`src/rtl/rotary_value_accumulator.sv`:
```
// rotary_value_accumulator
// Turns single-cycle quadrature step strobes into a bounded, registered
// user value with saturate or wrap limits, a synchronous load and
// two-level acceleration for fast same-direction rotation.
//
// Ports:
//   i_clk          clock, rising edge
//   i_reset        asynchronous active-high reset
//   i_cnt          step strobe, one cycle per detent
//   i_cnt_cw       step direction (1 = up), qualified by i_cnt
//   i_load         synchronous load request, wins over i_cnt
//   i_load_value   value to load, clamped into [MIN, MAX]
//   o_value        current value
//   o_changed      one-cycle pulse when o_value changed on the previous edge
//   o_at_min       o_value == MIN
//   o_at_max       o_value == MAX
module rotary_value_accumulator #(
    parameter int unsigned WIDTH       = 8,
    parameter int unsigned MIN         = 0,
    parameter int unsigned MAX         = 255,
    parameter int unsigned RESET_VALUE = 0,
    parameter int unsigned WRAP        = 0,
    parameter int unsigned FAST_GAP    = 1000,
    parameter int unsigned ACCEL_AFTER = 3,
    parameter int unsigned FAST_STEP   = 4
) (
    input  logic             i_clk,
    input  logic             i_reset,
    input  logic             i_cnt,
    input  logic             i_cnt_cw,
    input  logic             i_load,
    input  logic [WIDTH-1:0] i_load_value,
    output logic [WIDTH-1:0] o_value,
    output logic             o_changed,
    output logic             o_at_min,
    output logic             o_at_max
);

    // Arithmetic width: two guard bits keep value +/- FAST_STEP from overflowing.
    localparam int unsigned AW = WIDTH + 2;
    // Gap counter must hold FAST_GAP+1 (the "slow" saturation value).
    localparam int unsigned GW = $clog2(FAST_GAP + 2);
    localparam int unsigned SW = $clog2(ACCEL_AFTER + 1);

    localparam logic [GW-1:0]        GAP_SLOW   = GW'(FAST_GAP + 1);
    localparam logic [GW-1:0]        GAP_FAST   = GW'(FAST_GAP);
    localparam logic [SW-1:0]        STREAK_MAX = SW'(ACCEL_AFTER);
    localparam logic signed [AW-1:0] MIN_S      = AW'(MIN);
    localparam logic signed [AW-1:0] MAX_S      = AW'(MAX);
    localparam logic signed [AW-1:0] SPAN_S     = AW'(MAX - MIN + 1);
    localparam logic signed [AW-1:0] FAST_S     = AW'(FAST_STEP);
    localparam logic signed [AW-1:0] ONE_S      = AW'(1);
    localparam logic [WIDTH-1:0]     MIN_V      = WIDTH'(MIN);
    localparam logic [WIDTH-1:0]     MAX_V      = WIDTH'(MAX);
    localparam logic [WIDTH-1:0]     RESET_V    = WIDTH'(RESET_VALUE);

    logic [GW-1:0]    gap;
    logic [SW-1:0]    streak;
    logic             last_dir;

    logic [GW-1:0]    gap_next;
    logic [SW-1:0]    streak_next;
    logic             dir_next;
    logic [WIDTH-1:0] value_next;

    logic                 fast;
    logic [SW-1:0]        streak_step;
    logic signed [AW-1:0] load_ext;
    logic signed [AW-1:0] load_clamped;
    logic signed [AW-1:0] cur;
    logic signed [AW-1:0] delta;
    logic signed [AW-1:0] sum;
    logic signed [AW-1:0] step_result;

    // Next-state: load > step > idle; gap/streak/direction tracking.
    always_comb begin
        gap_next     = (gap == GAP_SLOW) ? gap : gap + GW'(1);
        streak_next  = streak;
        dir_next     = last_dir;
        value_next   = o_value;
        fast         = 1'b0;
        streak_step  = '0;
        load_ext     = $signed({2'b00, i_load_value});
        load_clamped = load_ext;
        cur          = $signed({2'b00, o_value});
        delta        = ONE_S;
        sum          = cur;
        step_result  = cur;

        // Loads are clamped into range regardless of wrap mode.
        if (load_ext < MIN_S) begin
            load_clamped = MIN_S;
        end else if (load_ext > MAX_S) begin
            load_clamped = MAX_S;
        end

        // Fast means a recent step in the same direction; uses pre-edge gap.
        fast = (gap <= GAP_FAST) && (i_cnt_cw == last_dir);
        if (fast) begin
            streak_step = (streak == STREAK_MAX) ? STREAK_MAX : streak + SW'(1);
        end
        delta = (streak_step == STREAK_MAX) ? FAST_S : ONE_S;
        sum   = i_cnt_cw ? cur + delta : cur - delta;

        // FAST_STEP never exceeds the span, so a single correction suffices.
        if (WRAP != 0) begin
            if (sum > MAX_S) begin
                step_result = sum - SPAN_S;
            end else if (sum < MIN_S) begin
                step_result = sum + SPAN_S;
            end else begin
                step_result = sum;
            end
        end else begin
            if (sum > MAX_S) begin
                step_result = MAX_S;
            end else if (sum < MIN_S) begin
                step_result = MIN_S;
            end else begin
                step_result = sum;
            end
        end

        if (i_load) begin
            value_next  = WIDTH'(load_clamped);
            streak_next = '0;
            gap_next    = GAP_SLOW;
        end else if (i_cnt) begin
            value_next  = WIDTH'(step_result);
            streak_next = streak_step;
            gap_next    = GW'(1);
            dir_next    = i_cnt_cw;
        end
    end

    // State and output registers; all outputs come straight from flops.
    always_ff @(posedge i_clk or posedge i_reset) begin
        if (i_reset) begin
            gap       <= GAP_SLOW;
            streak    <= '0;
            last_dir  <= 1'b1;
            o_value   <= RESET_V;
            o_changed <= 1'b0;
            o_at_min  <= (RESET_V == MIN_V);
            o_at_max  <= (RESET_V == MAX_V);
        end else begin
            gap       <= gap_next;
            streak    <= streak_next;
            last_dir  <= dir_next;
            o_value   <= value_next;
            o_changed <= (value_next != o_value);
            o_at_min  <= (value_next == MIN_V);
            o_at_max  <= (value_next == MAX_V);
        end
    end

endmodule

```
`config.mk`:
```
export PLATFORM = sky130hd
export DESIGN_NAME = rotary_value_accumulator
export DESIGN_NICKNAME = d
export VERILOG_FILES = /design/src/rtl/rotary_value_accumulator.sv
export SDC_FILE = /design/constraint.sdc
export NUM_CORES = 1
export LEC_CHECK = 0
export ABC_AREA = 1
export CORE_MARGIN = 10
export CORE_UTILIZATION = 27
export DETAILED_ROUTE_END_ITERATION = 6
export GPL_TIMING_DRIVEN = 0
export SYNTH_ARGS = -nofsm -noshare
export SYNTH_HDL_FRONTEND = slang
export SYNTH_SLANG_ARGS = --single-unit
```
`constraint.sdc`:
```
create_clock -name i_clk -period 2.35 [get_ports i_clk]
set_input_delay 0.47 -clock i_clk [delete_from_list [all_inputs] [get_ports i_clk]]
set_output_delay 0.47 -clock i_clk [all_outputs]
set_load 0.005 [all_outputs]
```
Yosys cells after proc, flatten, opt, wreduce, memory -nomap -nowiden
Index checks and enable logic that the tools add are counted.
{"block": "op_classes", "addsub": 4, "magnitude_cmp": 3, "n_eq_ne": 7, "muxes": 13, "bitwise_logic": 1, "reduce_logical": 4}
{"op": "10-bit two-way mux", "n": 4}
{"op": "8-bit two-way mux", "n": 4}
{"op": "10-bit by 1-bit adder with 10-bit output, second input constant", "n": 1}
{"op": "10-bit equality test, second input constant", "n": 1}
{"op": "10-bit by 9-bit greater-than comparator with 1-bit output, second input constant", "n": 1}
{"op": "10-bit <= comparator, second input constant", "n": 1}
{"op": "10-bit by 1-bit < comparator with 1-bit output, second input constant", "n": 1}
{"op": "8-bit by 3-bit adder with 9-bit output", "n": 1}
{"op": "8-bit by 3-bit subtractor with 9-bit output", "n": 1}
{"op": "8-bit equality test, second input constant", "n": 1}
{"op": "8-bit zero test", "n": 1}
{"op": "2-bit two-way mux", "n": 4}
{"op": "8-bit != test", "n": 1}
{"op": "2-bit equality test, second input constant", "n": 2}
{"op": "3-bit two-way mux", "n": 1}
{"op": "3-bit != test, second input constant", "n": 1}
{"op": "2-bit by 1-bit adder with 2-bit output, second input constant", "n": 1}
{"op": "2-bit AND reduction", "n": 1}
{"op": "2-bit nonzero test", "n": 1}
{"op": "1-bit equality test", "n": 1}
{"op": "1-bit logical AND", "n": 1}
{"op": "1-bit NOT", "n": 1}
{"block": "word_totals", "register_bits": 24, "in_bits": 13}

Longest topological paths before layout
{"block": "logic_depth", "ltp_word": 13, "mapped_depth": 23, "ltp_nobuf": 23}

Worst setup path before layout
Ideal clock, no wire load.
{"block": "synth_path", "path_type": "register -> register", "from": "register gap[7]", "to": "register o_changed", "setup_time_ps": 125, "arrival_ps": 2422, "t_required_ps": 2225, "slack_ps": -197, "path_stages_with_launch": 21, "synth_period_minus_slack_ps": 2547, "path_cell_list": "dfstp_2 -> inv_1 -> nor3_1 -> nand4_1 -> nand4_1 -> nand2_1 -> nor2_1 -> inv_1 -> ha_1 -> nand2_1 -> nand2_1 -> nor2_4 -> nand3_4 -> nand2_1 -> nand2_2 -> nand2_2 -> nand2_1 -> nand2_1 -> nand3_1 -> nor2_1 -> nand3_1"}
{"block": "synth_between", "elab_chain_cells": 13, "word_cells_on_any_way": 15, "classes_between": "2 x add/sub; 3 x order compare; 2 x eq/ne; 7 x mux; 1 x reduce/logical"}
{"element": "from (decl)", "line": "57", "text": "logic [GW-1:0] gap;"}
{"element": "from (signal assigned)", "line": "147", "text": "gap <= gap_next;"}
{"element": "10-bit <= comparator *", "line": "98", "text": "fast = (gap <= GAP_FAST) && (i_cnt_cw == last_dir);"}
{"element": "1-bit logical AND *", "line": "98"}
{"element": "2-bit two-way mux *", "line": "99", "text": "if (fast) begin"}
{"element": "2-bit equality test *", "line": "102", "text": "delta = (streak_step == STREAK_MAX) ? FAST_S : ONE_S;"}
{"element": "3-bit two-way mux *", "line": "102"}
{"element": "8-bit by 3-bit subtractor with 9-bit output / 8-bit by 3-bit adder with 9-bit output (equally long branches)", "line": "103", "text": "sum = i_cnt_cw ? cur + delta : cur - delta;"}
{"element": "10-bit two-way mux *", "line": "103"}
{"element": "10-bit by 1-bit < comparator with 1-bit output", "line": "117", "text": "end else if (sum < MIN_S) begin"}
{"element": "8-bit two-way mux", "line": "117"}
{"element": "8-bit two-way mux *", "line": "115", "text": "if (sum > MAX_S) begin"}
{"element": "8-bit two-way mux *", "line": "128", "text": "end else if (i_cnt) begin"}
{"element": "8-bit two-way mux *", "line": "124", "text": "if (i_load) begin"}
{"element": "8-bit != test *", "line": "151", "text": "o_changed <= (value_next != o_value);"}
{"element": "to (signal assigned)", "line": "151"}
{"element": "to (decl)", "line": "34", "text": "output logic o_changed,"}
Every way passes the cells marked *; elsewhere a longest branch is shown, timed or not.
A chain may end at the register's enable or synchronous reset.

Worst setup path after layout
Ends and elaborated chain as after synthesis.

==> metrics.txt <==
Fill cells=672; Initial DRC Count=between 60 and 70; first-pass GRT wire length=7710 microns; initial core utilization=27.6%; Netlist Area Pre-Place=0.00185 sq mm; top cells by area, synth=dfrtp_1, nand2_1, dfstp_2, inv_1, nand3_1; largest net degree at the start of global routing=25; layout cells sized above 1=slightly below 30%; GRT Util Overall=roughly 9.0%; Post-Syn Nets=between 200 and 300; average size of a mapped cell=6.81 sq um; nets@finish=336; Area Overhead vs Synth=38.9%; CP max stage cell=dfstp_2; CTS tree=done; hold crit path type=reg2reg; Reg area=approximately 610 sq um; prevailing post-synth register cell=dfrtp_1; overall routed net length=about 4700 microns; via count=roughly 1800; Synth top area share=20.3%; ANT nets after route=0; critical path arrival=3.00 ns; VDD IR max=0.351 mV; RSZ-0062 raised after global routing=yes; DP HPWL=3630 microns; post-synth top area cell=dfrtp_1; CTS Root Cell=clkbuf_8; clock slew at reported path FFs=0.09 ns; Post-synth EDFFs=0; total negative slack=-3.29 ns; most frequent cell on the critical path=nand2_1; Yosys cell types=32; Ant. Diodes=0; Clk pwr share=between 20% and 30%; Vias per Instance=4.66; placed cell areas=roughly 0.0022 sq mm; most common cell in the netlist=nand2_1; kind of critical path=reg2reg; relative slew slack=between 30% and 40%; vias in the first global route=1685; Mapped Cells=272; Finished Layout Cells=393; top achievable clock speed=350 MHz; clk sink count=24; Comb power frac=34.9%; PnR worst setup slack=-0.506 ns; crit path time final=2.86 ns; H-tree depth=1; Seq pwr share=38.0%; P_leak=1.23 nW; Pre-antenna DRT Iters=4; Fin Clk Skew=0.00699 ns; Final setup violation count=11; PortBufs=22; Cell Pwr Density=513 mW/mm^2; Crit path required time=2.50 ns; top post-synthesis cells by count=nand2_1, inv_1, nand3_1, nor2_1, dfrtp_1; yosys warns=0; fraction of registers with async set/reset=100%; CTS Buf Count=3; Final Slew Violations=0; critical path cell sequence=inv_2 > nor3_4 > nand4_1 > nand4_1 > nand2_1 > nor2_2 > inv_2 > ha_4 > ha_4 > inv_4 > nand2_4 > nand2_4 > nor2_4 > buf_4 > a21oi_1 > nand2_1 > nand3_4 > nand2_4 > nand2_1 > nand2_1 > nor2_1 > nand3_1; NetSw=0.000432 W; Crit. End Element=flip-flop; CORE AREA=~0.0067 sq mm; status=finished with violations; max cap viols=0; footprint of the multi-input gates=about 0.0012 sq mm; final worst-path cycle share=122%; reg2reg setup slack=-0.51 ns; failing checks=negative setup slack; cell total after placement=between 300 and 400; row cnt=30; Top Ports=24; worst skew pair latency=0.27 ns; crit-path max FO=3; design area=about 0.0026 sq mm; number of antenna violations at the first check in global routing=0; sequential fraction of the synthesis area=33.0%; die area=0.0106 sq mm; die height=103 microns; CTS Buffer Depth=2; CP startpoint kind=flip-flop; Net Sw Frac=32.7%; DR DRC count=0; Die Wd=103 microns; Int Power=0.000889 W; GP Congestion=0.825; final core utilization=38.3%; WL/cell=12.1 microns; post-layout power=0.00132 W; worst-margin pin slew=around 0.92 ns; Max stage delay on crit path=0.57 ns; endpoints failing hold=0; Remaining Overflow, GRT=0; Synth Register Bits=24
==> metrics by stage <==
stage	worst slack, ns	hold WS (ns)
after floorplan	-0.151	0.473
after CTS	-0.495	0.501
after global placement	-0.611	0.486
final	-0.506	0.504
after detailed placement	-0.639	0.493
after global routing	-0.669	0.504
==> worst max-delay path, delay by kind of cell (launching register included) <==
family	cells	cell delay (ns)
AND/OR/NAND/NOR	15	1.37
AO/OA/AOI/OAI	1	0.11
flip-flops	1	0.57
buffers and inverters	4	0.35
adder cells (fa/ha/maj)	2	0.34
==> flip-flops by register name, summed over array words and instances (netlist names) <==
name,cells
gap,10
streak,2
last_dir,1
o_at_max,1
o_changed,1
o_at_min,1
o_value,8
==> power by group through the flow <==
stage	clock network, W	logic (W)	registers [W]
floorplan	0	0.000264	0.000496
global placement	0	0.000368	0.000506
detailed placement	0	0.000373	0.000507
CTS	0.000371	0.000418	0.000501
global route	0.000386	0.000516	0.000509
finish	0.000359	0.000460	0.000501
==> placed cells by master, fill, tap and decap left out, types with 2 or more instances in the layout <==
cell and count:
nor3_4 2, dfstp_2 9, or2_2 4, nand3_1 20
dfrtp_1 15, inv_1 39, ha_1 3, ha_4 5
inv_2 8, o21ai_0 14, nand4_1 8, buf_6 3
buf_4 13, nand2_1 56, o211ai_1 5, nand2_4 6
nand3_4 2, nand3_2 3, nor3_2 2, clkbuf_1 2
inv_4 3, clkdlybuf4s50_1 22, nor2_1 20, nand2_2 19
clkbuf_8 3, a21oi_1 7, nor2_2 5, o22ai_1 4
==> final timing paths <==
path	end	from	cells past startpoint
worst min register to register	last_dir	last_dir	2
worst max register to register	o_changed	gap[7]	22
max in group asynchronous	streak[1]	i_reset	2
worst max-delay path	o_changed	gap[7]	22
worst min-delay path	last_dir	last_dir	2
min in group asynchronous	o_at_max	i_reset	2
==> what timing repair did <==
item	4_1_cts	5_1_grt
buffers inserted	8	7
setup endpoints to repair	11	11
resized for setup	24	22
hold buffers	0	0
pin swaps	19	19
==> logic make-up after synthesis <==
group | count (synthesis) | synth area share [%]
adders and majority gates | 9 | 6.08
buffers and inverters | 53 | 11.3
AOI/OAI and AO/OA | 34 | 10.6
xor gates and xnor gates | 1 | 0.473
DFF | 24 | 33.0
and+or+nand+nor | 151 | 38.5
==> layer usage <==
metal	up-vias	track usage (%)	part of all wire, %
met1	850	11.1	46
met4	0	1.07	0.44
li1	953	-	-
met3	2	3.08	5.3
met2	25	15.1	48
met5	-	0	0
==> layout make-up <==
class                           instances  share of cell area, %
Timing Repair Buffer                   37                   13.2
Tap cell                               80                   3.89
Sequential cell                        24                   23.8
Inverter                               50                   7.59
Clock inverter                          1                   1.17
Clock buffer                            3                   1.61
Buffer                                  3                  0.730
Multi-Input combinational cell        195                   48.0
No activity file was read; power rests on OpenSTA's default activity.
